===== src/rtl/rf_wport_arbiter_if.sv =====
// Register-file write-port bundle: two requester handshakes plus the arbitrated RF write bus.
// The master side drives requests and observes grants; the slave side is the arbiter.
interface rf_wport_arbiter_if #(
    parameter int unsigned AW = 5,
    parameter int unsigned DW = 32
);
    logic          cpu_req;
    logic [AW-1:0] cpu_addr;
    logic [DW-1:0] cpu_data;
    logic          cpu_gnt;
    logic          dbg_req;
    logic [AW-1:0] dbg_addr;
    logic [DW-1:0] dbg_data;
    logic          dbg_gnt;
    logic          rf_we;
    logic [AW-1:0] rf_wa;
    logic [DW-1:0] rf_wd;

    modport master (
        output cpu_req, cpu_addr, cpu_data, dbg_req, dbg_addr, dbg_data,
        input  cpu_gnt, dbg_gnt, rf_we, rf_wa, rf_wd
    );

    modport slave (
        input  cpu_req, cpu_addr, cpu_data, dbg_req, dbg_addr, dbg_data,
        output cpu_gnt, dbg_gnt, rf_we, rf_wa, rf_wd
    );
endinterface


===== src/rtl/rf_wport_arbiter.sv =====
// Arbitrates the single RF write port between CPU writeback and the debug writer.
// CPU has priority; debug is forced through after STARVE_MAX consecutive CPU wins.
module rf_wport_arbiter #(
    parameter int unsigned AW         = 5,
    parameter int unsigned DW         = 32,
    parameter int unsigned STARVE_MAX = 4,
    parameter int unsigned CW         = 16
) (
    input  logic              clk,
    input  logic              rst,
    input  logic              wp,
    rf_wport_arbiter_if.slave bus,
    output logic [CW-1:0]     wr_cnt,
    output logic              starve_o
);

    typedef enum logic [1:0] {StIdle, StCpuWr, StDbgWr} state_e;

    localparam logic [3:0] StarveMax = 4'(STARVE_MAX);

    state_e        state_q, state_d;
    logic [3:0]    starve_q, starve_d;
    logic          we_q, we_d;
    logic [AW-1:0] wa_q, wa_d;
    logic [DW-1:0] wd_q, wd_d;
    logic [CW-1:0] cnt_q, cnt_d;

    logic          cpu_el, dbg_el;
    logic [AW-1:0] win_addr;
    logic [DW-1:0] win_data;

    // State register
    always_ff @(posedge clk or posedge rst) begin
        if (rst) begin
            state_q  <= StIdle;
            starve_q <= '0;
            we_q     <= 1'b0;
            wa_q     <= '0;
            wd_q     <= '0;
            cnt_q    <= '0;
        end else begin
            state_q  <= state_d;
            starve_q <= starve_d;
            we_q     <= we_d;
            wa_q     <= wa_d;
            wd_q     <= wd_d;
            cnt_q    <= cnt_d;
        end
    end

    // Next-state: a requester whose grant is currently high sits out this edge.
    always_comb begin
        cpu_el   = bus.cpu_req && (state_q != StCpuWr) && !wp;
        dbg_el   = bus.dbg_req && (state_q != StDbgWr) && !wp;
        state_d  = StIdle;
        starve_d = starve_q;
        if (cpu_el && dbg_el) begin
            if (starve_q == StarveMax) begin
                state_d  = StDbgWr;
                starve_d = '0;
            end else begin
                state_d  = StCpuWr;
                starve_d = starve_q + 4'd1;
            end
        end else if (cpu_el) begin
            state_d = StCpuWr;
        end else if (dbg_el) begin
            state_d  = StDbgWr;
            starve_d = '0;
        end
    end

    // Write datapath; x0 writes handshake but never reach the RF or the counter,
    // and the address/data bus only moves on a committed write.
    always_comb begin
        win_addr = (state_d == StDbgWr) ? bus.dbg_addr : bus.cpu_addr;
        win_data = (state_d == StDbgWr) ? bus.dbg_data : bus.cpu_data;
        we_d     = (state_d != StIdle) && (win_addr != '0);
        wa_d     = we_d ? win_addr : wa_q;
        wd_d     = we_d ? win_data : wd_q;
        cnt_d    = cnt_q + CW'(we_d);
    end

    // Outputs
    always_comb begin
        bus.cpu_gnt = (state_q == StCpuWr);
        bus.dbg_gnt = (state_q == StDbgWr);
        bus.rf_we   = we_q;
        bus.rf_wa   = wa_q;
        bus.rf_wd   = wd_q;
        wr_cnt      = cnt_q;
        starve_o    = (starve_q == StarveMax);
    end

endmodule


===== src/flat_wrapper.sv =====
// flat-port wrapper written by rule: the top's interface ports become plain ports
module rf_wport_arbiter_flat 
#(
    parameter int unsigned AW         = 5,
    parameter int unsigned DW         = 32,
    parameter int unsigned STARVE_MAX = 4,
    parameter int unsigned CW         = 16
)
  (clk, rst, wp, wr_cnt, starve_o, bus_cpu_req, bus_cpu_addr, bus_cpu_data, bus_dbg_req, bus_dbg_addr, bus_dbg_data, bus_cpu_gnt, bus_dbg_gnt, bus_rf_we, bus_rf_wa, bus_rf_wd);
  rf_wport_arbiter_if #(.AW(AW), .DW(DW)) bus_i ();
  input  logic clk;
  input  logic rst;
  input  logic wp;
  output logic [CW-1:0] wr_cnt;
  output logic starve_o;
  input wire logic [$bits(bus_i.cpu_req)-1:0] bus_cpu_req;
  input wire logic [$bits(bus_i.cpu_addr)-1:0] bus_cpu_addr;
  input wire logic [$bits(bus_i.cpu_data)-1:0] bus_cpu_data;
  input wire logic [$bits(bus_i.dbg_req)-1:0] bus_dbg_req;
  input wire logic [$bits(bus_i.dbg_addr)-1:0] bus_dbg_addr;
  input wire logic [$bits(bus_i.dbg_data)-1:0] bus_dbg_data;
  output wire logic [$bits(bus_i.cpu_gnt)-1:0] bus_cpu_gnt;
  output wire logic [$bits(bus_i.dbg_gnt)-1:0] bus_dbg_gnt;
  output wire logic [$bits(bus_i.rf_we)-1:0] bus_rf_we;
  output wire logic [$bits(bus_i.rf_wa)-1:0] bus_rf_wa;
  output wire logic [$bits(bus_i.rf_wd)-1:0] bus_rf_wd;
  assign bus_i.cpu_req = bus_cpu_req;
  assign bus_i.cpu_addr = bus_cpu_addr;
  assign bus_i.cpu_data = bus_cpu_data;
  assign bus_i.dbg_req = bus_dbg_req;
  assign bus_i.dbg_addr = bus_dbg_addr;
  assign bus_i.dbg_data = bus_dbg_data;
  assign bus_cpu_gnt = bus_i.cpu_gnt;
  assign bus_dbg_gnt = bus_i.dbg_gnt;
  assign bus_rf_we = bus_i.rf_we;
  assign bus_rf_wa = bus_i.rf_wa;
  assign bus_rf_wd = bus_i.rf_wd;
  rf_wport_arbiter #(.AW(AW), .DW(DW), .STARVE_MAX(STARVE_MAX), .CW(CW)) u_core (.clk(clk), .rst(rst), .wp(wp), .bus(bus_i), .wr_cnt(wr_cnt), .starve_o(starve_o));
endmodule

===== config.mk =====
export PLATFORM = sky130hd
export DESIGN_NAME = rf_wport_arbiter_flat
export DESIGN_NICKNAME = d
export VERILOG_FILES = /design/src/rtl/rf_wport_arbiter_if.sv /design/src/rtl/rf_wport_arbiter.sv /design/src/flat_wrapper.sv
export SDC_FILE = /design/constraint.sdc
export NUM_CORES = 1
export LEC_CHECK = 0
export CELL_PAD_IN_SITES_DETAIL_PLACEMENT = 0
export CELL_PAD_IN_SITES_GLOBAL_PLACEMENT = 1
export CORE_UTILIZATION = 35
export CTS_CLUSTER_DIAMETER = 100
export DETAILED_ROUTE_END_ITERATION = 12
export MAX_ROUTING_LAYER = met4
export PLACE_DENSITY_LB_ADDON = 0.1
export SYNTH_ARGS = -nofsm -noshare
export SYNTH_HDL_FRONTEND = slang
export SYNTH_SLANG_ARGS = --single-unit
export TNS_END_PERCENT = 20

===== constraint.sdc =====
create_clock -name clk -period 6.3 [get_ports clk]
set_clock_uncertainty 0.15 [all_clocks]
set_input_delay 0.945 -clock clk [delete_from_list [all_inputs] [get_ports clk]]
set_output_delay 0.945 -clock clk [all_outputs]
set_load 0.03 [all_outputs]

### Word level (Yosys, flattened, before mapping)

Cells that the tools add are included.

* register bits: 60
* output and inout bits: 57
* word-level logic and storage cells: 36

* add/sub/neg operators: 2
* eq/ne operators: 7
* multiplexer cells: 10
* reductions and logical operators: 11

Operators with widths (number)
* 32-bit 2-to-1 mux: 1
* 16-bit by 1-bit adder with 16-bit output: 1
* 4-bit 2-to-1 mux: 4
* 2-bit 2-to-1 mux: 4
* 1-bit logical AND: 6
* 5-bit 2-to-1 mux: 1
* 5-bit nonzero test: 1
* 4-bit by 1-bit adder with 4-bit output, second input constant: 1
* 2-bit == test, second input constant: 2
* 4-bit by 3-bit == test with 1-bit output, second input constant: 1
* 2-bit != test, second input constant: 2
* 2-bit nonzero test: 2
* 2-bit by 1-bit == test with 1-bit output, second input constant: 1
* 2-bit by 1-bit != test with 1-bit output, second input constant: 1
* 2-bit AND reduction: 1
* 1-bit zero test: 1

### Depth between registers and ports, before layout

* depth in word-level cells: 11
* depth in mapped cells: 13
* gate-level depth less buffers: 10

### Worst setup path after synthesis

No wires, ideal clock.

* path kind: input port to flip-flop
* start point: input wp
* end point: register u_core.cnt_q[12] (netlist: u_core.wr_cnt[12])
* library setup time: 0.135 ns
* arrival time: 3.241 ns
* setup slack: 2.774 ns
* stages on the path: 10
* path through: nand2b_1 -> or2_2 -> clkbuf_1 -> o32ai_4 -> buf_4 -> ha_1 -> ha_1 -> nand3_1 -> or3_1 -> xnor2_1

* cells in the longest elaborated chain, start to end: 10
* elaborated cells between the ends (all ways): 13
* those cells by class: add/sub: 1; eq/ne: 1; mux: 4; reduce/logical: 7

Ends and longest elaborated chain
* start, declared: RTL line flat_wrapper.sv:13 `input logic wp;`
* 1-bit zero test *: RTL line rf_wport_arbiter.sv:53, rf_wport_arbiter.sv:54
* 1-bit logical AND: RTL line rf_wport_arbiter.sv:54 `dbg_el = bus.dbg_req && (state_q != StDbgWr) && !wp;`
* 2-bit 2-to-1 mux: RTL line rf_wport_arbiter.sv:67 `end else if (dbg_el) begin`
* 2-bit 2-to-1 mux: RTL line rf_wport_arbiter.sv:65 `end else if (cpu_el) begin`
* 2-bit 2-to-1 mux *: RTL line rf_wport_arbiter.sv:57 `if (cpu_el && dbg_el) begin`
* 2-bit == test: RTL line rf_wport_arbiter.sv:76 `win_addr = (state_d == StDbgWr) ? bus.dbg_addr : bus.cpu_addr;`
* 5-bit 2-to-1 mux: RTL line rf_wport_arbiter.sv:76
* 5-bit nonzero test: RTL line rf_wport_arbiter.sv:78 `we_d = (state_d != StIdle) && (win_addr != '0);`
* 1-bit logical AND *: RTL line rf_wport_arbiter.sv:78
* via u_core.we_d: RTL line rf_wport_arbiter.sv:23 `logic we_q, we_d;`
* 16-bit by 1-bit adder with 16-bit output *: RTL line rf_wport_arbiter.sv:81 `cnt_d = cnt_q + CW'(we_d);`
* via u_core.cnt_d[12]: RTL line rf_wport_arbiter.sv:26 `logic [CW-1:0] cnt_q, cnt_d;`
* end signal, assigned: RTL line rf_wport_arbiter.sv:47 `cnt_q <= cnt_d;`
* end, declared: RTL line rf_wport_arbiter.sv:26

Mark *: on every way through the listed nets, which the timed path passes. The rest lies on a longest branch.
A chain may end at the register's enable or synchronous reset.

### Worst setup path in the final report

* start point: input wp
* end point: register u_core.cnt_q[12] (netlist: u_core.wr_cnt[12])

* cells in the longest elaborated chain, start to end: 10
* elaborated cells between the ends (all ways): 13
* those cells by class: add/sub: 1; eq/ne: 1; mux: 4; reduce/logical: 7

Ends and longest elaborated chain (RTL line)
* 1-bit zero test *: rf_wport_arbiter.sv:53, rf_wport_arbiter.sv:54
* 1-bit logical AND: rf_wport_arbiter.sv:54
* 2-bit 2-to-1 mux: rf_wport_arbiter.sv:67
* 2-bit 2-to-1 mux: rf_wport_arbiter.sv:65
* 2-bit 2-to-1 mux *: rf_wport_arbiter.sv:57
* 2-bit == test: rf_wport_arbiter.sv:76
* 5-bit 2-to-1 mux: rf_wport_arbiter.sv:76
* 5-bit nonzero test: rf_wport_arbiter.sv:78
* 1-bit logical AND *: rf_wport_arbiter.sv:78
* 16-bit by 1-bit adder with 16-bit output *: rf_wport_arbiter.sv:81
* via u_core.cnt_d[12]: rf_wport_arbiter.sv:26

Marked as above.

==> run summary <==
H-tree levels - 3
cell repeated most along the worst path - ha_1
Hold Path Sink - u_core.wr_cnt[15]
drt first pass iters - 4
Buf/Inv on CP - 1
status - complete, no violations
Synth area leaders - dfrtp_1 48%, mux2_2 15%, mux2_4 12%, xnor2_1 3.1%, nand3_1 1.9%
die footprint - 9250 µm²
Die Span Y - 96.2 µm
critical path endpoint category - flip-flop
GRT Total Usage - 17.9%
Power Density - 303 nW/µm²
cell area after synthesis - 3100 µm²
post-synthesis cell type count - 33
Clock Latency Late Sink - 0.33 ns
Slew @ Worst Pin - 0.959 ns
Detail Route Antenna Nets - 0
Worst Path Arrival - 3.56 ns
Ports - 136
synth-to-layout area growth - 52.7%
Yosys warning total - 0
IO Port Bufs - 135
synthesized net count - 324
critical setup path kind - input pin to flip-flop
Pwr Total - 1.44 mW
worst-path cell chain - clkdlybuf4s50_1, nand2b_1, or2_2, o32ai_4, ha_1, ha_1, nand3_1, or3_1, xnor2_1
CP top delay family - simple AND/OR/NAND/NOR gates
Reg clk slew, reported paths - 0.07 ns
setup TNS - 0 ns
largest net degree at the start of global routing - 61
Avg Vias per Cell - 4.81
clk sink count - 60
Startpoint Class - input pin
Peak supply drop - 0.000146 V
row count - 33
Reg2Reg Depth - 10
DR WL/cell - 15.3 µm
Post-route DRC - 0
post-synthesis cell count - 241
Final #Nets - 462
cell depth of the worst hold path - 1
final hold vios - 0
Final Instance Area - 4740 µm²
Root Driver - clkbuf_8
die width - 96.2 µm
Avg Inst Size Synth - 12.9 µm²
CP Data Required Time - 6.37 ns
Max Cap Viol - 0
TritonCTS buffer count - 9
Initial Util - 37.0%
unrepaired setup endpoints after global routing - false
first-pass GRT wire length - 11900 µm
drt first-iter violations - 92
R2R Path Start - u_core.starve_q[0]
Filler Cell Count - 739
Hold Path Origin - u_core.wr_cnt[15]
Setup Buffers After CTS - 0
Clock Tree Buf Depth - 2
detailed placer's ending HPWL - 5290 µm
top-area cell type share of the netlist area - 48.4%
R2R setup slack - 3.30 ns
initial antenna violation count - 0
fin crit share - 55.5%
Period minus WS final - 3.49 ns
max incr delay on CP - 0.43 ns
Ant. Diodes - 0
final setup fails - 0
Post-Route WL - 7470 µm
CP max-delay cell - clkdlybuf4s50_1
Max FO, Critical Path - 6
routability cong. - 0.787
cts hold-fix bufs - 0
layout cell share with drive strength beyond 1 - 22.7%
Lkg Pwr - 2.02 nW
worst hold slack - 0.321 ns
area of the core - 8380 µm²
HP Class - flip-flop to flip-flop
post-synth top area cell - dfrtp_1
most frequent cells in the layout - 135 x clkdlybuf4s50_1, 60 x dfrtp_1, 40 x mux2_2
Yosys reg bits - 60
FMAX - 286 MHz
capturing point of the worst reg2reg path - u_core.wr_cnt[12]
Seq/Total Area, Yosys - 48.4%
vias in the first global route - 2387
Final Max Slew Viols - 0
post_cts resized - 0
most common library cell in the layout ignoring fill and taps - clkdlybuf4s50_1
clock tree from TritonCTS - yes
overall via count from detail_route - 2352
Slew HR - 36.0%
Post-DP Area - 4520 µm²
gr ovfl total - 0
==> kinds of logic after synthesis <==
group           Yosys count  share of synthesized area (%)
xor+xnor                 17                           4.80
simple gates             57                           9.63
flops                    60                           48.4
compound gates           14                           4.35
mux                      68                           27.4
fa+ha+maj                 4                           1.61
buf+inv                  21                           3.83
==> how the worst max path moves through the flow <==
| stage | startpoint | depth (start not counted) | to | slack, ns |
|---|---|---|---|---|
| after detailed placement | wp | 9 | u_core.wr_cnt[12] | 2.46 |
| after global placement | wp | 9 | u_core.wr_cnt[12] | 2.45 |
| final | wp | 9 | u_core.wr_cnt[12] | 2.81 |
| after CTS | wp | 9 | u_core.wr_cnt[12] | 2.81 |
| after floorplan | wp | 10 | u_core.wr_cnt[12] | 2.77 |
| after global routing | wp | 9 | u_core.wr_cnt[12] | 2.65 |
==> sequential cells by signal, summed over array words and instances, names as in the netlist <==
register / flops
u_core.bus.rf_wd: 32
u_core.wr_cnt: 16
u_core.bus.rf_wa: 5
u_core.starve_q: 4
u_core.state_q: 2
u_core.bus.rf_we: 1
==> cells in the mapped netlist (all sizes together) <==
| master | count |
|---|---|
| or3 | 3 |
| nor3 | 8 |
| o311ai | 1 |
| xnor2 | 11 |
| inv | 11 |
| xor2 | 6 |
| o21ai | 1 |
| nor4 | 4 |
| dfrtp | 60 |
| and4 | 1 |
| nand2b | 3 |
| nor2 | 14 |
| nand2 | 1 |
| nand4 | 3 |
| nand3 | 12 |
| nor2b | 2 |
| o22ai | 8 |
| buf | 8 |
| and3b | 1 |
| a32oi | 1 |
| clkbuf | 2 |
| or2 | 1 |
| mux2 | 64 |
| mux2i | 4 |
| ha | 4 |
| and3 | 4 |
| o32ai | 2 |
| a31o | 1 |
==> per-layer routing <==
| layer | vias up | track usage (%) | share of wire [%] |
|---|---|---|---|
| met5 | - | - | 0 |
| met4 | 0 | 4.10 | 0.80 |
| met3 | 6 | 7.90 | 8.4 |
| met2 | 91 | 27.8 | 47 |
| met1 | 1117 | 21.2 | 44 |
| li1 | 1138 | - | - |
==> through the flow <==
stage	util, %	setup slack (ns)	cells
2_1_floorplan	-	2.77	241
3_3_place_gp	54.0	2.45	473
3_5_place_dp	54.0	2.46	473
4_1_cts	56.6	2.81	489
5_1_grt	56.6	2.65	489
6_report	56.6	2.81	489
==> where the power goes <==
part / switching, mW / internal [mW]
registers: 0.0594 / 0.463
logic: 0.263 / 0.264
clock network: 0.156 / 0.232
==> area by class of cell <==
cell class / instances / area, µm² / area share [%]
clock buffers: 11 / 141 / 2.98
clock inverters: 5 / 75.1 / 1.58
inverters: 11 / 41.3 / 0.871
multi-input cells: 160 / 1480 / 31.3
flip-flops and latches: 60 / 1500 / 31.7
well taps: 105 / 131 / 2.77
repair buffers: 137 / 1370 / 28.8
Note: power is estimated with default switching activity, not from simulation.
